--- src/rtl/decode_out_queue_pkg.sv ---
// Shared widths, bundle type and NOP constant for the decode-to-execute queue.
package decode_out_queue_pkg;

    localparam int unsigned IR_W_DEF     = 16;
    localparam int unsigned NPC_W_DEF    = 16;
    localparam int unsigned E_CTRL_W_DEF = 6;
    localparam int unsigned W_CTRL_W_DEF = 2;
    localparam int unsigned DEPTH_DEF    = 4;

    typedef struct packed {
        logic [IR_W_DEF-1:0]     ir;
        logic [NPC_W_DEF-1:0]    npc;
        logic [E_CTRL_W_DEF-1:0] e_control;
        logic                    mem_control;
        logic [W_CTRL_W_DEF-1:0] w_control;
    } decode_bundle_t;

    // Bubble presented to execute whenever no bundle is valid.
    localparam decode_bundle_t DECODE_NOP = '0;

    function automatic int unsigned bundle_width(input int unsigned ir_w,
                                                 input int unsigned npc_w,
                                                 input int unsigned e_w,
                                                 input int unsigned w_w);
        return ir_w + npc_w + e_w + 1 + w_w;
    endfunction

endpackage

--- src/rtl/decode_out_queue_if.sv ---
// Decode/execute handshake bundle; master drives pushes and pops, slave is the queue.
interface decode_out_queue_if #(
    parameter int unsigned IR_W     = decode_out_queue_pkg::IR_W_DEF,
    parameter int unsigned NPC_W    = decode_out_queue_pkg::NPC_W_DEF,
    parameter int unsigned E_CTRL_W = decode_out_queue_pkg::E_CTRL_W_DEF,
    parameter int unsigned W_CTRL_W = decode_out_queue_pkg::W_CTRL_W_DEF,
    parameter int unsigned DEPTH    = decode_out_queue_pkg::DEPTH_DEF
);
    localparam int unsigned CW = $clog2(DEPTH) + 1;

    logic                enable_decode;
    logic [IR_W-1:0]     in_ir;
    logic [NPC_W-1:0]    in_npc;
    logic [E_CTRL_W-1:0] in_e_control;
    logic                in_mem_control;
    logic [W_CTRL_W-1:0] in_w_control;
    logic                in_ready;
    logic                flush;

    logic                out_valid;
    logic                out_ready;
    logic [IR_W-1:0]     ir;
    logic [NPC_W-1:0]    npc_out;
    logic [E_CTRL_W-1:0] e_control;
    logic                mem_control;
    logic [W_CTRL_W-1:0] w_control;
    logic [CW-1:0]       count;

    modport master (
        output enable_decode, in_ir, in_npc, in_e_control, in_mem_control,
               in_w_control, flush, out_ready,
        input  in_ready, out_valid, ir, npc_out, e_control, mem_control,
               w_control, count
    );

    modport slave (
        input  enable_decode, in_ir, in_npc, in_e_control, in_mem_control,
               in_w_control, flush, out_ready,
        output in_ready, out_valid, ir, npc_out, e_control, mem_control,
               w_control, count
    );

endinterface

--- src/rtl/decode_out_queue_mem.sv ---
// DEPTH x WIDTH register array: one synchronous write port, one asynchronous read port.
module decode_out_queue_mem #(
    parameter  int unsigned WIDTH = 41,
    parameter  int unsigned DEPTH = 4,
    localparam int unsigned AW    = $clog2(DEPTH)
) (
    input  logic             clock,
    input  logic             we,
    input  logic [AW-1:0]    waddr,
    input  logic [WIDTH-1:0] wdata,
    input  logic [AW-1:0]    raddr,
    output logic [WIDTH-1:0] rdata
);

    logic [WIDTH-1:0] store [DEPTH];

    // Contents are deliberately left uninitialised; count/valid gate every read.
    always_ff @(posedge clock) begin
        if (we) begin
            store[waddr] <= wdata;
        end
    end

    assign rdata = store[raddr];

endmodule

--- src/rtl/decode_out_queue.sv ---
// Decode-to-execute FIFO with valid/ready handshake and NOP masking on empty.
// Optional same-cycle bypass when empty: define DECODE_OUT_QUEUE_BYPASS_EN.
module decode_out_queue
    import decode_out_queue_pkg::*;
#(
    parameter int unsigned IR_W     = IR_W_DEF,
    parameter int unsigned NPC_W    = NPC_W_DEF,
    parameter int unsigned E_CTRL_W = E_CTRL_W_DEF,
    parameter int unsigned W_CTRL_W = W_CTRL_W_DEF,
    parameter int unsigned DEPTH    = DEPTH_DEF
) (
    input  logic               clock,
    input  logic               reset,
    decode_out_queue_if.slave  bus
);

    localparam int unsigned AW = $clog2(DEPTH);
    localparam int unsigned CW = AW + 1;
    localparam int unsigned BW = bundle_width(IR_W, NPC_W, E_CTRL_W, W_CTRL_W);

    typedef struct packed {
        logic [IR_W-1:0]     ir;
        logic [NPC_W-1:0]    npc;
        logic [E_CTRL_W-1:0] e_control;
        logic                mem_control;
        logic [W_CTRL_W-1:0] w_control;
    } bundle_t;

    logic [AW-1:0] wr_ptr;
    logic [AW-1:0] rd_ptr;
    logic [CW-1:0] cnt;

    bundle_t       in_bundle;
    bundle_t       rd_bundle;
    bundle_t       head;
    logic [BW-1:0] rd_data;

    logic empty;
    logic full;
    logic clear;
    logic push;
    logic pop;
    logic head_valid;

    assign in_bundle = '{
        ir:          bus.in_ir,
        npc:         bus.in_npc,
        e_control:   bus.in_e_control,
        mem_control: bus.in_mem_control,
        w_control:   bus.in_w_control
    };

    assign empty = (cnt == '0);
    assign full  = (cnt == CW'(DEPTH));
    // Reset and flush share one path: a mid-run reset is just a forced flush.
    assign clear = reset || bus.flush;

`ifdef DECODE_OUT_QUEUE_BYPASS_EN
    logic bypass;
    logic bypass_take;

    assign bypass      = empty && bus.enable_decode && !clear;
    assign bypass_take = bypass && bus.out_ready;
    assign push        = bus.enable_decode && !full && !bypass_take;
    assign head_valid  = !empty || bypass;
    assign head        = empty ? in_bundle : rd_bundle;
`else
    assign push        = bus.enable_decode && !full;
    assign head_valid  = !empty;
    assign head        = rd_bundle;
`endif

    assign pop = !empty && bus.out_ready;

    // Pointer and occupancy state; full refuses push even alongside a pop.
    always_ff @(posedge clock) begin
        if (clear) begin
            wr_ptr <= '0;
            rd_ptr <= '0;
            cnt    <= '0;
        end else begin
            if (push) begin
                wr_ptr <= wr_ptr + AW'(1);
            end
            if (pop) begin
                rd_ptr <= rd_ptr + AW'(1);
            end
            if (push && !pop) begin
                cnt <= cnt + CW'(1);
            end else if (pop && !push) begin
                cnt <= cnt - CW'(1);
            end
        end
    end

    decode_out_queue_mem #(
        .WIDTH (BW),
        .DEPTH (DEPTH)
    ) u_mem (
        .clock (clock),
        .we    (push && !clear),
        .waddr (wr_ptr),
        .wdata (BW'(in_bundle)),
        .raddr (rd_ptr),
        .rdata (rd_data)
    );

    assign rd_bundle = bundle_t'(rd_data);

    assign bus.in_ready    = !full;
    assign bus.out_valid   = head_valid;
    assign bus.count       = cnt;

    // Execute sees an all-zero NOP bundle whenever the head is not valid.
    assign bus.ir          = head_valid ? head.ir          : IR_W'(DECODE_NOP.ir);
    assign bus.npc_out     = head_valid ? head.npc         : NPC_W'(DECODE_NOP.npc);
    assign bus.e_control   = head_valid ? head.e_control   : E_CTRL_W'(DECODE_NOP.e_control);
    assign bus.mem_control = head_valid ? head.mem_control : DECODE_NOP.mem_control;
    assign bus.w_control   = head_valid ? head.w_control   : W_CTRL_W'(DECODE_NOP.w_control);

endmodule

--- src/flat_wrapper.sv ---
// flat-port wrapper written by rule: the top's interface ports become plain ports
module decode_out_queue_flat import decode_out_queue_pkg::*;
#(
    parameter int unsigned IR_W     = IR_W_DEF,
    parameter int unsigned NPC_W    = NPC_W_DEF,
    parameter int unsigned E_CTRL_W = E_CTRL_W_DEF,
    parameter int unsigned W_CTRL_W = W_CTRL_W_DEF,
    parameter int unsigned DEPTH    = DEPTH_DEF
)
  (clock, reset, bus_enable_decode, bus_in_ir, bus_in_npc, bus_in_e_control, bus_in_mem_control, bus_in_w_control, bus_flush, bus_out_ready, bus_in_ready, bus_out_valid, bus_ir, bus_npc_out, bus_e_control, bus_mem_control, bus_w_control, bus_count);
  decode_out_queue_if #(.IR_W(IR_W), .NPC_W(NPC_W), .E_CTRL_W(E_CTRL_W), .W_CTRL_W(W_CTRL_W), .DEPTH(DEPTH)) bus_i ();
  input  logic clock;
  input  logic reset;
  input wire logic [$bits(bus_i.enable_decode)-1:0] bus_enable_decode;
  input wire logic [$bits(bus_i.in_ir)-1:0] bus_in_ir;
  input wire logic [$bits(bus_i.in_npc)-1:0] bus_in_npc;
  input wire logic [$bits(bus_i.in_e_control)-1:0] bus_in_e_control;
  input wire logic [$bits(bus_i.in_mem_control)-1:0] bus_in_mem_control;
  input wire logic [$bits(bus_i.in_w_control)-1:0] bus_in_w_control;
  input wire logic [$bits(bus_i.flush)-1:0] bus_flush;
  input wire logic [$bits(bus_i.out_ready)-1:0] bus_out_ready;
  output wire logic [$bits(bus_i.in_ready)-1:0] bus_in_ready;
  output wire logic [$bits(bus_i.out_valid)-1:0] bus_out_valid;
  output wire logic [$bits(bus_i.ir)-1:0] bus_ir;
  output wire logic [$bits(bus_i.npc_out)-1:0] bus_npc_out;
  output wire logic [$bits(bus_i.e_control)-1:0] bus_e_control;
  output wire logic [$bits(bus_i.mem_control)-1:0] bus_mem_control;
  output wire logic [$bits(bus_i.w_control)-1:0] bus_w_control;
  output wire logic [$bits(bus_i.count)-1:0] bus_count;
  assign bus_i.enable_decode = bus_enable_decode;
  assign bus_i.in_ir = bus_in_ir;
  assign bus_i.in_npc = bus_in_npc;
  assign bus_i.in_e_control = bus_in_e_control;
  assign bus_i.in_mem_control = bus_in_mem_control;
  assign bus_i.in_w_control = bus_in_w_control;
  assign bus_i.flush = bus_flush;
  assign bus_i.out_ready = bus_out_ready;
  assign bus_in_ready = bus_i.in_ready;
  assign bus_out_valid = bus_i.out_valid;
  assign bus_ir = bus_i.ir;
  assign bus_npc_out = bus_i.npc_out;
  assign bus_e_control = bus_i.e_control;
  assign bus_mem_control = bus_i.mem_control;
  assign bus_w_control = bus_i.w_control;
  assign bus_count = bus_i.count;
  decode_out_queue #(.IR_W(IR_W), .NPC_W(NPC_W), .E_CTRL_W(E_CTRL_W), .W_CTRL_W(W_CTRL_W), .DEPTH(DEPTH)) u_core (.clock(clock), .reset(reset), .bus(bus_i));
endmodule
--- config.mk ---
export PLATFORM = sky130hd
export DESIGN_NAME = decode_out_queue_flat
export DESIGN_NICKNAME = d
export VERILOG_FILES = /design/src/rtl/decode_out_queue_pkg.sv /design/src/rtl/decode_out_queue_if.sv /design/src/rtl/decode_out_queue_mem.sv /design/src/rtl/decode_out_queue.sv /design/src/flat_wrapper.sv
export SDC_FILE = /design/constraint.sdc
export NUM_CORES = 1
export LEC_CHECK = 0
export ABC_AREA = 1
export CAP_MARGIN = 20
export CORE_ASPECT_RATIO = 0.9
export CORE_MARGIN = 1
export CORE_UTILIZATION = 55
export DETAILED_ROUTE_END_ITERATION = 16
export PLACE_DENSITY = 0.8
export SYNTH_ARGS = -nofsm -noshare
export SYNTH_HDL_FRONTEND = slang
export SYNTH_SLANG_ARGS = --single-unit
--- constraint.sdc ---
create_clock -name clock -period 4.3 [get_ports clock]
set_clock_uncertainty 0.2 [all_clocks]
set_input_delay 0.86 -clock clock [delete_from_list [all_inputs] [get_ports clock]]
set_output_delay 0.86 -clock clock [all_outputs]
set_load 0.005 [all_outputs]
# Word level (Yosys, flattened, before mapping)
# Memory sizes are Yosys's and may differ from the RTL's. A register that Yosys moved wholly into a read port is not among the register bits.
# Cells that the tools add are included.
dict set report word_totals {
  output_inout_bits 46
  register_bits 7
  in_bits 46
  memories 1
  ramBits 164
}
dict set report op_classes {
  reduce_logical 13
  eq_ne 1
  mux 11
  n_addsub 4
}
# memory depth width rd rd_ports_with_merged_regs wr line_no
set memory_table {}
lappend memory_table {u_core.u_mem.store 4 41 1 1 1 decode_out_queue_mem.sv:15} ;# logic [WIDTH-1:0] store [DEPTH];
# cell count
set op_table {}
lappend op_table {{$mux 16} 2}
lappend op_table {{$mux 2} 3}
lappend op_table {{$mux 3} 2}
lappend op_table {{$mux 6} 1}
lappend op_table {{$logic_and 1x1->1} 5}
lappend op_table {{$logic_not 1->1} 5}
lappend op_table {{$add 2x1->2 const B} 2}
lappend op_table {{$add 3x1->3 const B} 1}
lappend op_table {{$eq 3x3->1 const B} 1}
lappend op_table {{$logic_not 3->1} 1}
lappend op_table {{$mux 1} 3}
lappend op_table {{$sub 3x1->3 const B} 1}
lappend op_table {{$reduce_bool 2->1} 1}
lappend op_table {{$logic_or 1x1->1} 1}

# Longest topological paths before layout
# Gate-level depths: netlist (run 1).
dict set report depth {
  depth_word 7
  ltp_mapped 12
  ltp_nobuf 12
}

# Modules after synthesis
# From an unflattened synthesis (run 1), not the netlist that was laid out.
dict set report unflattened {
  hier_cells 794
  hier_area_um2 7697.4
}
# mod n_inst area_each_um2 cells_each seq_area_each_um2
set by_module_without_submodules {}
lappend by_module_without_submodules {decode_out_queue_mem 1 6966.7 650 4924.7}
lappend by_module_without_submodules {decode_out_queue 1 730.7 144 140.1}

# Least setup slack after synthesis (run 1)
# OpenSTA, ideal clock, no wires.
dict set report synth_timing {
  path_type {input port to flip-flop}
  startpoint {input bus_flush}
  endpoint {memory u_core.u_mem.store[0][0] (enable)}
  n_path_buf 0
  setup_slack_ns 0.713
  cell_stages 3
  required_ns 3.661
  setup_ns 0.439
  t_arrival_ns 2.947
  cell_sequence {nor2_1 -> nand2_1 -> nor2_1}
}
dict set report synth_between {
  elab_chain_len 5
}
# element line_no
set synth_rtl {}
lappend synth_rtl {{from (decl)} flat_wrapper.sv:20} ;# input wire logic [$bits(bus_i.flush)-1:0] bus_flush;
lappend synth_rtl {{$logic_or 1x1->1} decode_out_queue.sv:56} ;# assign clear = reset || bus.flush;
lappend synth_rtl {{$logic_not 1->1} decode_out_queue.sv:101} ;# .we (push && !clear),
lappend synth_rtl {{$logic_and 1x1->1} decode_out_queue.sv:101}
lappend synth_rtl {{$mux 1} decode_out_queue_mem.sv:19} ;# if (we) begin
lappend synth_rtl {{$mux 1 (implied by the code)} decode_out_queue_mem.sv:20} ;# store[waddr] <= wdata;
lappend synth_rtl {{to (decl)} decode_out_queue_mem.sv:15}
# No other way between the ends.

==> impl_metrics.py, run 1 <==
metrics = {
    "cts": {
        "cts_max_level": 4,
        "cts_setup_buffers": 0,
        "cts_made_buffers": 17,
        "cts.clk_slew.worst_paths_ns": 0.06,
        "cts_resized": 0,
        "root_buffer": "clkbuf_16",
        "clk-insertion-delay-late_ns": 0.43,
        "ctsHoldBuffers": 0,
        "cts.sinks": 173,
        "clockBufferDepth": 2,
        "cts_tree": "yes",
    },
    "yosys": {
        "yosys_warnings": 0,
        "postSynthAreaPerCell_sq_um": 12.4,
        "synthSimpleGateAreaFrac": 0.111,
        "synth_cell_types": 20,
        "synthAdderAreaFrac": 0.0121,
        "synth_top_family_by_area": "simple AND/OR/NAND/NOR gates",
        "synth_compound_area_frac": 0.0944,
        "synth_xor_area_frac": 0.00128,
        "synthArstFlopShare": 0,
        "synthMuxAreaShare": 0,
        "synth_edf_count": 164,
        "ys_ff_latch": 173,
        "syn_area_sq_um": 6850,
        "syn_inst": 553,
        "syn_nets": 605,
        "ys_seq_area_frac": 0.745,
        "synth_flop_cell": "edfxtp_1",
    },
    "detailed_routing": {
        "first_pass_iters": 5,
        "wl_per_cell_um": 17.6,
        "wirelength_mm": 14.4,
        "vias_per_cell": 5.52,
        "dr_total_vias": 4501,
        "drt_iter0_markers": 471,
        "drc": 0,
        "antenna_left": 0,
    },
    "die": {
        "fp-row-count": 38,
        "die_area_sq_um": 12900,
        "io_pins": 92,
        "start_util": 0.567,
        "core_region_area_sq_um": 12100,
        "die_w_um": 120,
        "die_h_um": 108,
    },
    "timing": {
        "period_needed_ns": 3.68,
        "fmax_ghz": 0.272,
        "worstMarginPinSlew_ns": 0.888,
        "tns_ns": 0,
        "slew-limit-headroom": 0.407,
        "period_share": 0.855,
        "hold_violations": 0,
        "finalMaxSlewViolations": 0,
        "setup_viol": 0,
        "fin_ws_ns": 0.625,
        "rsz0062_at_grt": "false",
    },
    "layout": {
        "final_nets": 695,
        "area_growth_pct": 23.3,
        "drive_above_1_share": 0.0640,
        "n_antenna_cell": 0,
    },
    "worst_setup_path": {
        "cp_data_required_time_ns": 3.24,
        "ff2ff_setup_slack_ns": 1.94,
        "arrival_ns": 2.62,
        "crit_type": "register to primary output",
        "r2r-end": "u_core.u_mem.store[3][18]$_DFFE_PP_",
        "endpoint_kind": "primary output",
        "crit_fanout": 82,
        "worstRegToRegCells": 5,
        "start_kind": "register",
        "crit-reg2reg-launch": "u_core.bus.count[0]$_SDFFE_PP0P_",
    },
    "run": {
        "max-cap-violations": 0,
    },
    "grt": {
        "grt_max_degree": 83,
        "grt_pass1_wl_mm": 22.8,
        "grt-ovfl-total": 0,
        "antenna_found_initial": 0,
        "gr-usage-met2": 0.386,
        "grt_pass1_vias": 4554,
        "met3_usage": 0.0704,
        "track_usage": 0.241,
        "grtUsageMet1": 0.302,
        "top_usage_layer": "met2",
    },
    "power": {
        "power.internal_uw": 2900,
        "combPwrFrac": 0.104,
        "ir_drop_mv": 0.286,
        "powerDensity_nw_per_um2": 435,
        "swShare": 0.212,
        "p_seq_frac": 0.512,
        "p_leak_uw": 0.00285,
        "p_clk_frac": 0.384,
        "power.switching_uw": 777,
    },
    "placement": {
        "place_congestion": 0.791,
        "hpwl_mm": 8.44,
        "pre_cts_slack_ns": 1.04,
        "portBuffers": 91,
    },
    "worst_hold_path": {
        "hold_class": "register to register",
        "hold_depth": 2,
        "holdCritStartpoint": "u_core.rd_ptr[1]$_SDFFE_PP0P_",
    },
    "run_status": {
        "status": "completed",
    },
}
-- worst max-delay path: stages (launching register included) --
cell and delay [ns]:
dfxtp_2 0.33, buf_4 0.68, nor2_1 0.15, nor2_1 0.11, o21ai_0 0.08, a21oi_1 0.26
clkdlybuf4s50_1 0.56
-- flip-flops by register name (all words and copies together), names as in the netlist, named ones only --
name and count:
u_core.bus.count 3, u_core.u_mem.store 164, u_core.wr_ptr 2, u_core.rd_ptr 2
-- layer usage --
layer	vias to the layer above	wire (um)
met4	0	234
met3	25	865
met5	-	0
met2	166	7070
li1	2122	-
met1	2188	6220
-- kinds of logic (layout without fill, tap and decap cells) --
group	count (synthesis)	after routing
xor+xnor	1	1
fa+ha+maj	6	6
simple gates	199	199
buf+inv	46	149
compound gates	128	128
flops	173	173
-- power by group through the flow --
stage	clock (uW)	combinational, uW	sequential (uW)
final	1410	381	1880
after global routing	1500	416	1880
after CTS	1430	381	1880
after detailed placement	0	379	1920
after global placement	0	370	1910
after floorplan	0	164	1920
-- cell type report --
| class | instances | area, sq um |
|---|---|---|
| clock buffer | 30 | 504 |
| clock inverter | 2 | 35.0 |
| fill | 829 | 3630 |
| inverter | 16 | 60.1 |
| multi-input combinational | 334 | 1530 |
| sequential | 173 | 5110 |
| tap | 160 | 200 |
| timing repair buffer | 101 | 1010 |
-- layout by cell type, fill, tap and decap left out, types with 4 or more instances in the layout --
master	n
o21ai_1	11
inv_1	13
ha_1	5
nand3_1	4
nor2_1	173
clkbuf_1	10
clkdlybuf4s50_1	91
clkbuf_16	17
buf_4	8
a21oi_1	45
dfxtp_1	7
nor2_4	4
edfxtp_1	164
o21ai_0	71
nand2_1	16
-- Yosys cell counts, types with 2 or more instances --
cell	count	area, sq um
clkbuf_1	11	41.3
o21ai_1	11	55.1
a21oi_1	45	225
inv_2	2	7.51
o21ai_0	71	355
buf_4	6	45.0
nand2_1	16	60.1
inv_1	14	52.6
buf_2	7	35.0
nand3_1	4	20.0
ha_1	5	62.6
buf_6	6	67.6
edfxtp_1	164	4920
nor2_1	177	664
dfxtp_1	9	180
-- how the worst max path moves through the flow --
stage | start | to | slack (ns) | depth (start not counted)
final | register | bus_npc_out[6] | 0.62 | 6
after global routing | register | bus_npc_out[6] | 0.42 | 6
after CTS | register | bus_mem_control | 0.61 | 6
after detailed placement | reset | u_core.u_mem.store[3][11]$_DFFE_PP_ | 1.04 | 5
after global placement | bus_enable_decode | u_core.u_mem.store[3][14]$_DFFE_PP_ | 1.13 | 5
after floorplan | bus_flush | u_core.u_mem.store[0][0]$_DFFE_PP_ | 0.71 | 3
-- metrics by stage --
| step | power [uW] | hold WS [ns] | util | cell area [sq um] | cells |
|---|---|---|---|---|---|
| final | 3670 | 0.297 | 0.699 | 8440 | 816 |
| after global routing | 3800 | 0.341 | 0.699 | 8440 | 816 |
| after CTS | 3690 | 0.302 | 0.699 | 8440 | 816 |
| after detailed placement | 2290 | 0.291 | 0.655 | 7910 | 784 |
| after global placement | 2280 | 0.282 | 0.655 | 7910 | 784 |
| after floorplan | 2080 | 0.267 | - | 6850 | 553 |
(Power assumes the default switching activity.)
==> inputs of run 2 (changes only) <==
--- a/config.mk
+++ b/config.mk
@@ -6,12 +6,12 @@
 export NUM_CORES = 1
 export LEC_CHECK = 0
 export ABC_AREA = 1
-export CAP_MARGIN = 20
 export CORE_ASPECT_RATIO = 0.9
 export CORE_MARGIN = 1
 export CORE_UTILIZATION = 55
 export DETAILED_ROUTE_END_ITERATION = 16
 export PLACE_DENSITY = 0.8
+export SKIP_LAST_GASP = 1
 export SYNTH_ARGS = -nofsm -noshare
 export SYNTH_HDL_FRONTEND = slang
 export SYNTH_SLANG_ARGS = --single-unit
==> results of run 2 <==
Same layout as run 1: the final DEF is identical, and so are final timing and power.
